File: config.mk
export PLATFORM = sky130hd
export DESIGN_NAME = syncv_param
export DESIGN_NICKNAME = d
export VERILOG_FILES = /design/src/rtl/syncv_param_pkg.sv /design/src/rtl/syncv_win.sv /design/src/rtl/syncv_param.sv
export SDC_FILE = /design/constraint.sdc
export NUM_CORES = 1
export LEC_CHECK = 0
export CORE_MARGIN = 2
export CORE_UTILIZATION = 25
export DETAILED_ROUTE_END_ITERATION = 6
export GPL_TIMING_DRIVEN = 0
export REMOVE_ABC_BUFFERS = 1
export SYNTH_ARGS = -nofsm -noshare
export SYNTH_HDL_FRONTEND = slang
export SYNTH_SLANG_ARGS = --single-unit
export TNS_END_PERCENT = 5
File: constraint.sdc
create_clock -name clk -period 3.2 [get_ports clk]
set_input_delay 0.64 -clock clk [delete_from_list [all_inputs] [get_ports clk]]
set_output_delay 0.64 -clock clk [all_outputs]
set_load 0.005 [all_outputs]
File: src/rtl/syncv_param_pkg.sv
// Shared defaults for the vertical sync generator: frame periods, blank/sync
// line numbers and the per-mode pixel window table.
package syncv_param_pkg;

    localparam int unsigned VW_DEF          = 9;
    localparam int unsigned PERIOD_PENTAGON = 320;
    localparam int unsigned PERIOD_128K     = 312;
    localparam int unsigned VBLNK_BEG_DEF   = 0;
    localparam int unsigned VSYNC_BEG_DEF   = 8;
    localparam int unsigned VSYNC_END_DEF   = 11;
    localparam int unsigned VBLNK_END_DEF   = 32;
    localparam int unsigned INT_BEG_DEF     = 0;
    localparam int unsigned FRAME_CW        = 5;
    localparam int unsigned PIX_LW          = 8;

    typedef struct packed {
        logic [15:0] beg;
        logic [15:0] fin;
    } win_t;

    // Pixel window (set line, clear line) selected by the latched mode.
    function automatic win_t mode_win(input logic [1:0] mode);
        win_t w;
        case (mode)
            2'd0:    w = '{beg: 16'd80, fin: 16'd272};
            2'd1:    w = '{beg: 16'd76, fin: 16'd276};
            2'd2:    w = '{beg: 16'd56, fin: 16'd296};
            default: w = '{beg: 16'd48, fin: 16'd304};
        endcase
        return w;
    endfunction

endpackage

File: src/rtl/syncv_win.sv
// Line window flag: set when vcount equals set_line on set_stb, cleared when
// vcount equals clr_line on clr_stb; set has priority.
module syncv_win
    import syncv_param_pkg::*;
#(
    parameter int unsigned VW = VW_DEF
) (
    input  logic          clk,
    input  logic          rst_n,
    input  logic          set_stb,
    input  logic          clr_stb,
    input  logic [VW-1:0] vcount,
    input  logic [VW-1:0] set_line,
    input  logic [VW-1:0] clr_line,
    output logic          win
);

    logic win_q, win_d;

    always_comb begin
        win_d = win_q;
        if (set_stb && (vcount == set_line)) begin
            win_d = 1'b1;
        end else if (clr_stb && (vcount == clr_line)) begin
            win_d = 1'b0;
        end
    end

    always_ff @(posedge clk or negedge rst_n) begin
        if (!rst_n) begin
            win_q <= 1'b0;
        end else begin
            win_q <= win_d;
        end
    end

    assign win = win_q;

endmodule

File: src/rtl/syncv_param.sv
// Vertical timing generator: line counter, blank/sync/pixel windows, INT and flash.
// Define SYNCV_LINEINT_EN to add the programmable raster-line interrupt.
module syncv_param
    import syncv_param_pkg::*;
#(
    parameter int unsigned VW        = VW_DEF,
    parameter int unsigned PERIOD_0  = PERIOD_PENTAGON,
    parameter int unsigned PERIOD_1  = PERIOD_128K,
    parameter int unsigned VBLNK_BEG = VBLNK_BEG_DEF,
    parameter int unsigned VSYNC_BEG = VSYNC_BEG_DEF,
    parameter int unsigned VSYNC_END = VSYNC_END_DEF,
    parameter int unsigned VBLNK_END = VBLNK_END_DEF,
    parameter int unsigned INT_BEG   = INT_BEG_DEF
) (
    input  logic          clk,
    input  logic          rst_n,
    input  logic          hsync_start,
    input  logic          line_start,
    input  logic          hint_start,
    input  logic [1:0]    mode,
    input  logic          per_sel,
    output logic          vblank,
    output logic          vsync,
    output logic          vpix,
    output logic          int_start,
    output logic          frame_start,
    output logic [VW-1:0] vcount,
    output logic [7:0]    vpix_line,
    output logic          flash
`ifdef SYNCV_LINEINT_EN
    ,
    input  logic [VW-1:0] line_int_num,
    output logic          line_int_start
`endif
);

    logic [VW-1:0]       vcount_q, vcount_d;
    logic [1:0]          mode_q, mode_d;
    logic                per_q, per_d;
    logic [FRAME_CW-1:0] frame_cnt_q, frame_cnt_d;
    logic [PIX_LW-1:0]   vpix_line_q, vpix_line_d;
    logic                int_start_q, int_start_d;
    logic                frame_start_q, frame_start_d;
    logic [VW-1:0]       period_m1;
    logic [VW-1:0]       pix_beg, pix_end;
    logic                wrap;
    win_t                pix_win;

    // Line counter; period and mode only change at the frame wrap.
    always_comb begin
        period_m1     = per_q ? VW'(PERIOD_1 - 1) : VW'(PERIOD_0 - 1);
        wrap          = hsync_start && (vcount_q == period_m1);
        vcount_d      = vcount_q;
        mode_d        = mode_q;
        per_d         = per_q;
        frame_cnt_d   = frame_cnt_q;
        if (hsync_start) begin
            vcount_d = wrap ? '0 : vcount_q + VW'(1);
        end
        if (wrap) begin
            mode_d      = mode;
            per_d       = per_sel;
            frame_cnt_d = frame_cnt_q + FRAME_CW'(1);
        end
        frame_start_d = wrap;
        int_start_d   = hint_start && (vcount_q == VW'(INT_BEG));
    end

    // Pixel line index tracks the vpix window; the clearing strobe holds the last index.
    always_comb begin
        pix_win     = mode_win(mode_q);
        pix_beg     = VW'(pix_win.beg);
        pix_end     = VW'(pix_win.fin);
        vpix_line_d = vpix_line_q;
        if (hsync_start) begin
            if (vcount_q == pix_beg) begin
                vpix_line_d = '0;
            end else if (vpix && (vcount_q != pix_end) && (vpix_line_q != '1)) begin
                vpix_line_d = vpix_line_q + PIX_LW'(1);
            end
        end
    end

    always_ff @(posedge clk or negedge rst_n) begin
        if (!rst_n) begin
            vcount_q      <= '0;
            mode_q        <= '0;
            per_q         <= 1'b0;
            frame_cnt_q   <= '0;
            vpix_line_q   <= '0;
            int_start_q   <= 1'b0;
            frame_start_q <= 1'b0;
        end else begin
            vcount_q      <= vcount_d;
            mode_q        <= mode_d;
            per_q         <= per_d;
            frame_cnt_q   <= frame_cnt_d;
            vpix_line_q   <= vpix_line_d;
            int_start_q   <= int_start_d;
            frame_start_q <= frame_start_d;
        end
    end

    syncv_win #(.VW(VW)) u_vblank (
        .clk      (clk),
        .rst_n    (rst_n),
        .set_stb  (hsync_start),
        .clr_stb  (hsync_start),
        .vcount   (vcount_q),
        .set_line (VW'(VBLNK_BEG)),
        .clr_line (VW'(VBLNK_END)),
        .win      (vblank)
    );

    // vsync opens on a line advance but closes on the mid-line strobe.
    syncv_win #(.VW(VW)) u_vsync (
        .clk      (clk),
        .rst_n    (rst_n),
        .set_stb  (hsync_start),
        .clr_stb  (line_start),
        .vcount   (vcount_q),
        .set_line (VW'(VSYNC_BEG)),
        .clr_line (VW'(VSYNC_END)),
        .win      (vsync)
    );

    syncv_win #(.VW(VW)) u_vpix (
        .clk      (clk),
        .rst_n    (rst_n),
        .set_stb  (hsync_start),
        .clr_stb  (hsync_start),
        .vcount   (vcount_q),
        .set_line (pix_beg),
        .clr_line (pix_end),
        .win      (vpix)
    );

    assign vcount      = vcount_q;
    assign vpix_line   = vpix_line_q;
    assign int_start   = int_start_q;
    assign frame_start = frame_start_q;
    assign flash       = frame_cnt_q[FRAME_CW-1];

`ifdef SYNCV_LINEINT_EN
    logic line_int_start_q, line_int_start_d;

    // Targets beyond the current period can never match a live line.
    always_comb begin
        line_int_start_d = hint_start && (vcount_q == line_int_num) &&
                           (line_int_num <= period_m1);
    end

    always_ff @(posedge clk or negedge rst_n) begin
        if (!rst_n) begin
            line_int_start_q <= 1'b0;
        end else begin
            line_int_start_q <= line_int_start_d;
        end
    end

    assign line_int_start = line_int_start_q;
`endif

endmodule

==> impl_metrics.csv <==
group,metric,value,unit
clocking,cts_tree,"done",
sta,fmax,0.3352,GHz
sta,slew_headroom,0.2143,
setup_path,worstSetupEndpointType,"flip-flop",
placed_design,placed_area,0.002072,mm²
die,die_h,86.78,µm
global_routing,gr-total-overflow,0,
clocking,clk_pin_slew,0.07,ns
clocking,post_cts_buffers,0,
die,core-area,0.006719,mm²
power,p_leak,0.8988,nW
setup_path,worstSetupStartpointType,"input port",
global_routing,first_global_vias,1324,
synth,synth-edff-count,0,
synth,syn_area_per_cell,10.32,µm²
synth,synthCells,166,
setup_path,path_max_fanout,13,
placed_design,hpwlAfterDp,2571,µm
sta,setup_tns,0,ns
synth,synth_mux_area_frac,0.02557,
global_routing,grt_max_degree,31,
power,powerDensity,700.7,mW/mm²
synth,synth-simple-area-share,0.2213,
synth,yosys_most_used_dff,"dfrtp_1",
synth,ys_warn_count,0,
run,max_cap_violations,0,
synth,synth_top_family_by_area,"simple AND/OR/NAND/NOR gates",
clocking,clk_path_buf_depth,2,
placed_design,place_inst,270,
die,ios,31,
synth,synth_area_leaders,"dfrtp_1 (44%), ha_1 (7.3%), xnor2_1 (4.6%), nand2_1 (3.9%), nor4_1 (2.6%)",
sta,rsz0062_at_grt,"no",
die,rows,30,
drt,drt_iter0_markers,69,
sta,min_period,2.983,ns
global_routing,grt_use_total,0.1085,
layout,layout.nets,215,
global_routing,antenna_found_initial,0,
hold_path,hold_class,"input port to asynchronous set/reset pin",
sta,finalSetupViolCount,0,
clocking,cts_resized,0,
sta,hold_viol_final,0,
clocking,numCtsBuffers,5,
synth,synth_compound_area_frac,0.1315,
power,irDropWorstVdd,0.0001976,V
die,fp.dieArea,0.007530,mm²
synth,synth_commonest_cells,"dfrtp_1 (30), nand2_1 (18), ha_1 (10), nor2_1 (10), xnor2_1 (9)",
layout,final_cells,278,
clocking,clock_sinks,30,
layout,syn_to_final_growth,26.30,%
synth,yosys.cell_types.count,43,
die,start_util,0.2549,
sta,final_min_period_over_clock_period,0.9321,
sta,fin_skew,0.006042,ns
drt,drt_wl_total,3623,µm
setup_path,crit_type,"input port to flip-flop",
synth,yosysTopAreaCellShare,0.4383,
setup_path,arrival,3.15,ns
drt,wl_per_cell,13.03,µm
clocking,worstSkewPairLatency,0.29,ns
synth,synth_adder_area_share,0.07305,
placed_design,dp_slack,-0.05896,ns
run_status,status,"finished, final reports clean",
synth,synth_xor_area_frac,0.07159,
synth,synth-seq-area-share,0.4383,
clocking,cts_root_buf,"clkbuf_8",
drt,antenna_left,0,
synth,yosys.cell_count.top_type,"dfrtp_1",
die,chipWidth,86.78,µm
sta,slew_viol_final,0,
placed_design,io_buffers,30,
synth,synth_top_area_cell,"dfrtp_1",
layout,fin_util,0.3220,
layout,num_antenna_cells,0,
layout,layout-drive-gt1-share,0.1010,
clocking,ctsHoldBuffers,0,
drt,drc,0,
synth,ys_ff_latch,30,
layout,stdcell_area,0.002163,mm²
drt,first_pass_iters,4,
setup_path,critPathRequiredTime,3.37,ns
sta,tightest_slew,1.169,ns
synth,postSynth.asyncResetShare,1.000,
placed_design,gp_congestion,0.7820,
global_routing,grt_pass1_wl,6382,µm
drt,via_count,1342,
drt,vias_per_cell,4.827,
sta,fin_ws,0.2171,ns
synth,synth.cell_area,0.001713,mm²
clocking,htreeDepth,2,
## critical path, cell delays in order
cell	delay, ns
clkdlybuf4s50_1	0.79
inv_1	0.24
nor4_2	1.05
nand4_1	0.24
xnor2_1	0.18
## layer usage
| metal | share of wire | vias up | track usage |
|---|---|---|---|
| li1 | - | 662 | - |
| met1 | 0.49 | 650 | 0.1395 |
| met2 | 0.45 | 24 | 0.1713 |
| met3 | 0.043 | 6 | 0.03238 |
| met4 | 0.017 | 0 | 0.04261 |
| met5 | 0 | - | 0 |
## state kept, by name, summed over array words and instances, names as in the netlist, 2 cells and up
| register | flops |
|---|---|
| vcount | 9 |
| frame_cnt_q | 5 |
| vpix_line | 8 |
| mode_q | 2 |
## power by group
part	switching [W]	leakage (nW)	internal, W
Clock	0.000145	0.0482	0.000173
Sequential	0.000150	0.354	0.000468
Combinational	0.000247	0.496	0.000333
## worst paths after layout
path                            cells past startpoint  slack [ns]                  startpoint                          to
worst min register to register                      1        0.47  frame_cnt_q[4]$_DFFE_PN0N_  frame_cnt_q[4]$_DFFE_PN0N_
max in group asynchronous                           1        2.36                       rst_n    vpix_line[0]$_DFFE_PN0P_
worst max register to register                      7        0.78       mode_q[0]$_DFFE_PN0N_    vpix_line[2]$_DFFE_PN0P_
worst max-delay path                                5        0.22                 hsync_start  frame_cnt_q[4]$_DFFE_PN0N_
worst min-delay path                                1        0.39                       rst_n    u_vblank.win$_DFFE_PN0P_
min in group clk                                    1        0.47  frame_cnt_q[4]$_DFFE_PN0N_  frame_cnt_q[4]$_DFFE_PN0N_
## per-stage QoR
step / hold WS (ns) / total power, W
6_report: 0.3895 / 0.001516
4_1_cts: 0.4259 / 0.001536
3_3_place_gp: 0.4626 / 0.001202
2_1_floorplan: 0.3444 / 0.0009300
3_5_place_dp: 0.4657 / 0.001214
5_1_grt: 0.4527 / 0.001636
## cell families after synthesis
| group | count (synthesis) |
|---|---|
| AND/OR/NAND/NOR | 67 |
| flip-flops | 30 |
| AO/OA/AOI/OAI | 27 |
| XOR/XNOR | 14 |
| buffers and inverters | 14 |
| adder cells (fa/ha/maj) | 10 |
| multiplexers | 4 |
## area by class of cell
type / count / area [µm²]
clock buffers: 7 / 86.33
clock inverters: 1 / 5.005
fillers: 687 / 4556
inverters: 8 / 30.03
multi-input cells: 122 / 895.9
flip-flops and latches: 30 / 750.7
well taps: 80 / 100.1
repair buffers: 30 / 295.3
## placed cells by master (no fill, tap or decap), types with 5 or more instances in the layout
master and n:
clkbuf_8 6, clkdlybuf4s50_1 29, dfrtp_1 30, ha_1 10, inv_1 8, nand2_1 18
nand3_1 6, nand4_1 5, nor2_1 10, nor4_1 7, o21ai_0 5, xnor2_1 9
xor2_1 5
No activity file was read; power rests on OpenSTA's default activity.
==> patch 1: new RTL, same settings <==
Set the package constant `FRAME_CW` to 4 (it was 5).
--- a/src/rtl/syncv_param_pkg.sv
+++ b/src/rtl/syncv_param_pkg.sv
@@ -12,3 +12,3 @@
     localparam int unsigned INT_BEG_DEF     = 0;
-    localparam int unsigned FRAME_CW        = 5;
+    localparam int unsigned FRAME_CW        = 4;
     localparam int unsigned PIX_LW          = 8;
Check against the original RTL: same outputs for any inputs over 10 cycles, from zero or initial values and one cycle with rst_n low; that may be too few to reach the edited logic, so the function may still have changed.
==> patch 1 against the unedited design <==
  * Design area fell by 4.8%
  * Clock skew barely moved
  * Sequential cell count fell by 1
  * Synthesized area fell by 6.0%
  * Total power fell by 25%
  * Critical path depth did not move
  * Global-route usage fell by 0.71 points
  * Routed wire length fell by 6.8%
  * Worst setup slack improved by 0.13 ns
  * Largest power group unchanged
==> patch 1: results <==
metrics = {
    "run_status": {
        "run_status": "complete, no violations",
    },
    "detailed_routing": {
        "wl_met3_um": 110,
        "wirelength_um": 3380,
        "vias": 1282,
        "wl_met1_um": 1600,
        "met2_length_um": 1650,
        "drt_iter0_markers": 64,
    },
    "clock_network": {
        "htreeDepth": 2,
        "insertion_delay_ns": 0.27,
    },
    "power_and_ir_drop": {
        "combPwrFrac_pct": 27.6,
        "power.switching_mw": 0.355,
        "p_comb_mw": 0.312,
        "vdd_ir_drop_max_uv": 247,
        "p_leak_nw": 0.942,
    },
    "sta": {
        "hold_ws_ns": 0.394,
        "skew_ns": 0.00610,
        "worstMarginPinSlew_ns": 0.964,
    },
    "critical_path": {
        "crit_fanout": 15,
        "slowest_stage": "clkdlybuf4s50_1",
        "r2r_start": "vcount[6]",
        "r2r_setup_slack_ns": 0.83,
        "r2r_cells": 3,
        "reg2reg_to": "frame_cnt_q[1]",
        "cpPeakStageDelay_ns": 0.77,
    },
    "global_routing": {
        "overflow": 0,
        "grt_max_degree": 30,
        "met1_usage_pct": 12.9,
        "grt_pass1_vias": 1216,
        "grt_first_pass_wirelength_um": 5820,
        "grt_util_met3_pct": 3.15,
        "grt.total_usage_pct": 10.1,
    },
    "synthesis": {
        "synthAdderAreaFrac_pct": 7.77,
        "synth.distinct_cells": 40,
        "yosysSeqAreaShare_pct": 45.1,
        "synth_mux_area_share_pct": 2.10,
        "synth_compound_area_share_pct": 12.6,
        "synthTopCellsByCount": "dfrtp_1 (29), nand2_1 (14), ha_1 (10), nor2_1 (10), nand3_1 (9)",
        "synthCells": 156,
        "synth_area_leaders": "dfrtp_1 (45%), ha_1 (7.8%), xor2_1 (4.4%)",
    },
    "placement": {
        "pre_cts_ws_ns": 0.0642,
        "placedCellCount": 258,
        "placed_area_um2": 1980,
        "gp_congestion": 0.718,
        "dp_hpwl_um": 2420,
    },
    "finish": {
        "fin_nets": 206,
        "drive_gt1_share_pct": 10.1,
        "fill_cells": 659,
    },
}
==> patch 1: cell count changes after synthesis, sizes merged, moves of 4 or more <==
| cell | before | now |
|---|---|---|
| nor3 | 7 | 2 |
| and3 | 2 | 9 |
| nor4 | 8 | 1 |
| nand2 | 18 | 14 |
==> patch 1: worst max-delay path by stage <==
stage,to,slack [ns],cells past startpoint
floorplan,vpix_line[2],1.07,7
finish,frame_cnt_q[1],0.35,5
global placement,frame_cnt_q[1],0.07,5
global route,frame_cnt_q[3],0.17,6
CTS,frame_cnt_q[1],0.36,5
detailed placement,per_q,0.06,5
==> patch 1: area by class of cell <==
| class | count | area [um^2] | area share, % |
|---|---|---|---|
| flip-flops and latches | 29 | 726 | 35.2 |
| multi-input cells | 117 | 837 | 40.6 |
| well taps | 77 | 96.3 | 4.68 |
| inverters | 5 | 18.8 | 0.911 |
| repair buffers | 30 | 295 | 14.3 |
| clock buffers | 7 | 86.3 | 4.19 |
==> patch 2: new RTL, same settings <==
Made on the original files. Register the output `int_start` once more, cleared by the reset; this adds one clock of latency there. The other outputs are not delayed to match.
--- a/src/rtl/syncv_param.sv
+++ b/src/rtl/syncv_param.sv
@@ -139,3 +139,9 @@
     assign vpix_line   = vpix_line_q;
-    assign int_start   = int_start_q;
+    always_ff @(posedge clk or negedge rst_n) begin
+        if (!rst_n) begin
+            int_start <= '0;
+        end else begin
+            int_start <= int_start_q;
+        end
+    end
     assign frame_start = frame_start_q;
Check against the original RTL: not equivalent (Yosys sat finds a counterexample within 4 cycles, from zero or initial values and one cycle with rst_n low).
==> patch 2 against the unedited design <==
  * Clock power down 12%
  * Via count up 1.8%
  * Die area up 1.4%
  * Sequential power up 2%
  * Sequential cell count up 1
  * Synthesized area up 1.5%
  * Design area up 0.29%
  * Total power down 0.97%
  * Routed wire length up 4.0%
  * Worst setup slack better by 0.039 ns
==> patch 2: results <==
metrics = {
    "run_status": {
        "run_status": "complete, no violations",
    },
    "clock_network": {
        "insertion_delay_ns": 0.27,
    },
    "synthesis": {
        "synth_xor_area_share_pct": 7.06,
        "synth_area_leaders": "dfrtp_1 (45%), ha_1 (7.2%), xnor2_1 (4.5%)",
        "yosysWarnings": 0,
        "synthAdderAreaFrac_pct": 7.20,
        "synthTopCellsByCount": "dfrtp_1 (31), nand2_1 (18), ha_1 (10), nor2_1 (10), xnor2_1 (9)",
        "syn_area_per_cell_um2": 10.4,
        "synth_mux_area_share_pct": 2.52,
        "synth_compound_area_share_pct": 13.0,
        "yosysSeqAreaShare_pct": 44.6,
    },
    "placement": {
        "gp_congestion": 0.791,
        "pre_cts_ws_ns": -0.0385,
        "placed_area_um2": 2100,
        "dp_hpwl_um": 2680,
        "placedCellCount": 271,
    },
    "power_and_ir_drop": {
        "p_comb_mw": 0.589,
        "switching_share_pct": 36.1,
        "clkPwrFrac_pct": 18.7,
        "internal-power_mw": 0.959,
        "vdd_ir_drop_max_uv": 212,
    },
    "detailed_routing": {
        "via_per_inst": 4.93,
        "routedWlPerCell_um": 13.6,
        "drt_iter0_markers": 89,
    },
    "global_routing": {
        "grt_util_met3_pct": 3.41,
        "grt_first_pass_wirelength_um": 6330,
        "met1_usage_pct": 13.6,
        "grt_pass1_vias": 1336,
        "grt.total_usage_pct": 10.6,
        "met2_usage_pct": 17.1,
        "grt_max_degree": 32,
    },
    "finish": {
        "fin_nets": 216,
        "fill_cells": 717,
        "drive_gt1_share_pct": 9.14,
        "final_cells": 277,
    },
    "sta": {
        "slew_headroom_pct": 25.0,
        "hold_ws_ns": 0.348,
        "skew_ns": 0.00503,
    },
    "critical_path": {
        "cp.arrival_ns": 3.10,
    },
    "min_path": {
        "min_path_type": "reg2reg",
    },
}
-- patch 2: per-layer routing --
metal	part of all wire, %	wire, um
met5	0	0
met4	0.42	16
met3	5.8	219
met2	48	1810
met1	46	1720
-- patch 2: cell families (layout without fill, tap and decap cells) --
logic type	Yosys count	count (layout)
flip-flops	31	31
XOR/XNOR	14	14
AND/OR/NAND/NOR	67	67
multiplexers	4	4
buffers and inverters	14	44
adder cells (fa/ha/maj)	10	10
AO/OA/AOI/OAI	27	27
-- patch 2: critical path, cell delays in order --
cell	delay, ns
clkdlybuf4s50_1	0.80
inv_1	0.23
nor4_2	1.00
mux2_2	0.42
-- patch 2: layout make-up --
type                    instances  area (um^2)  share of cell area [%]
clock buffers                   6         72.6                    3.34
well taps                      80          100                    4.61
flip-flops and latches         31          776                    35.8
multi-input cells             122          896                    41.3
repair buffers                 30          295                    13.6
inverters                       8         30.0                    1.38
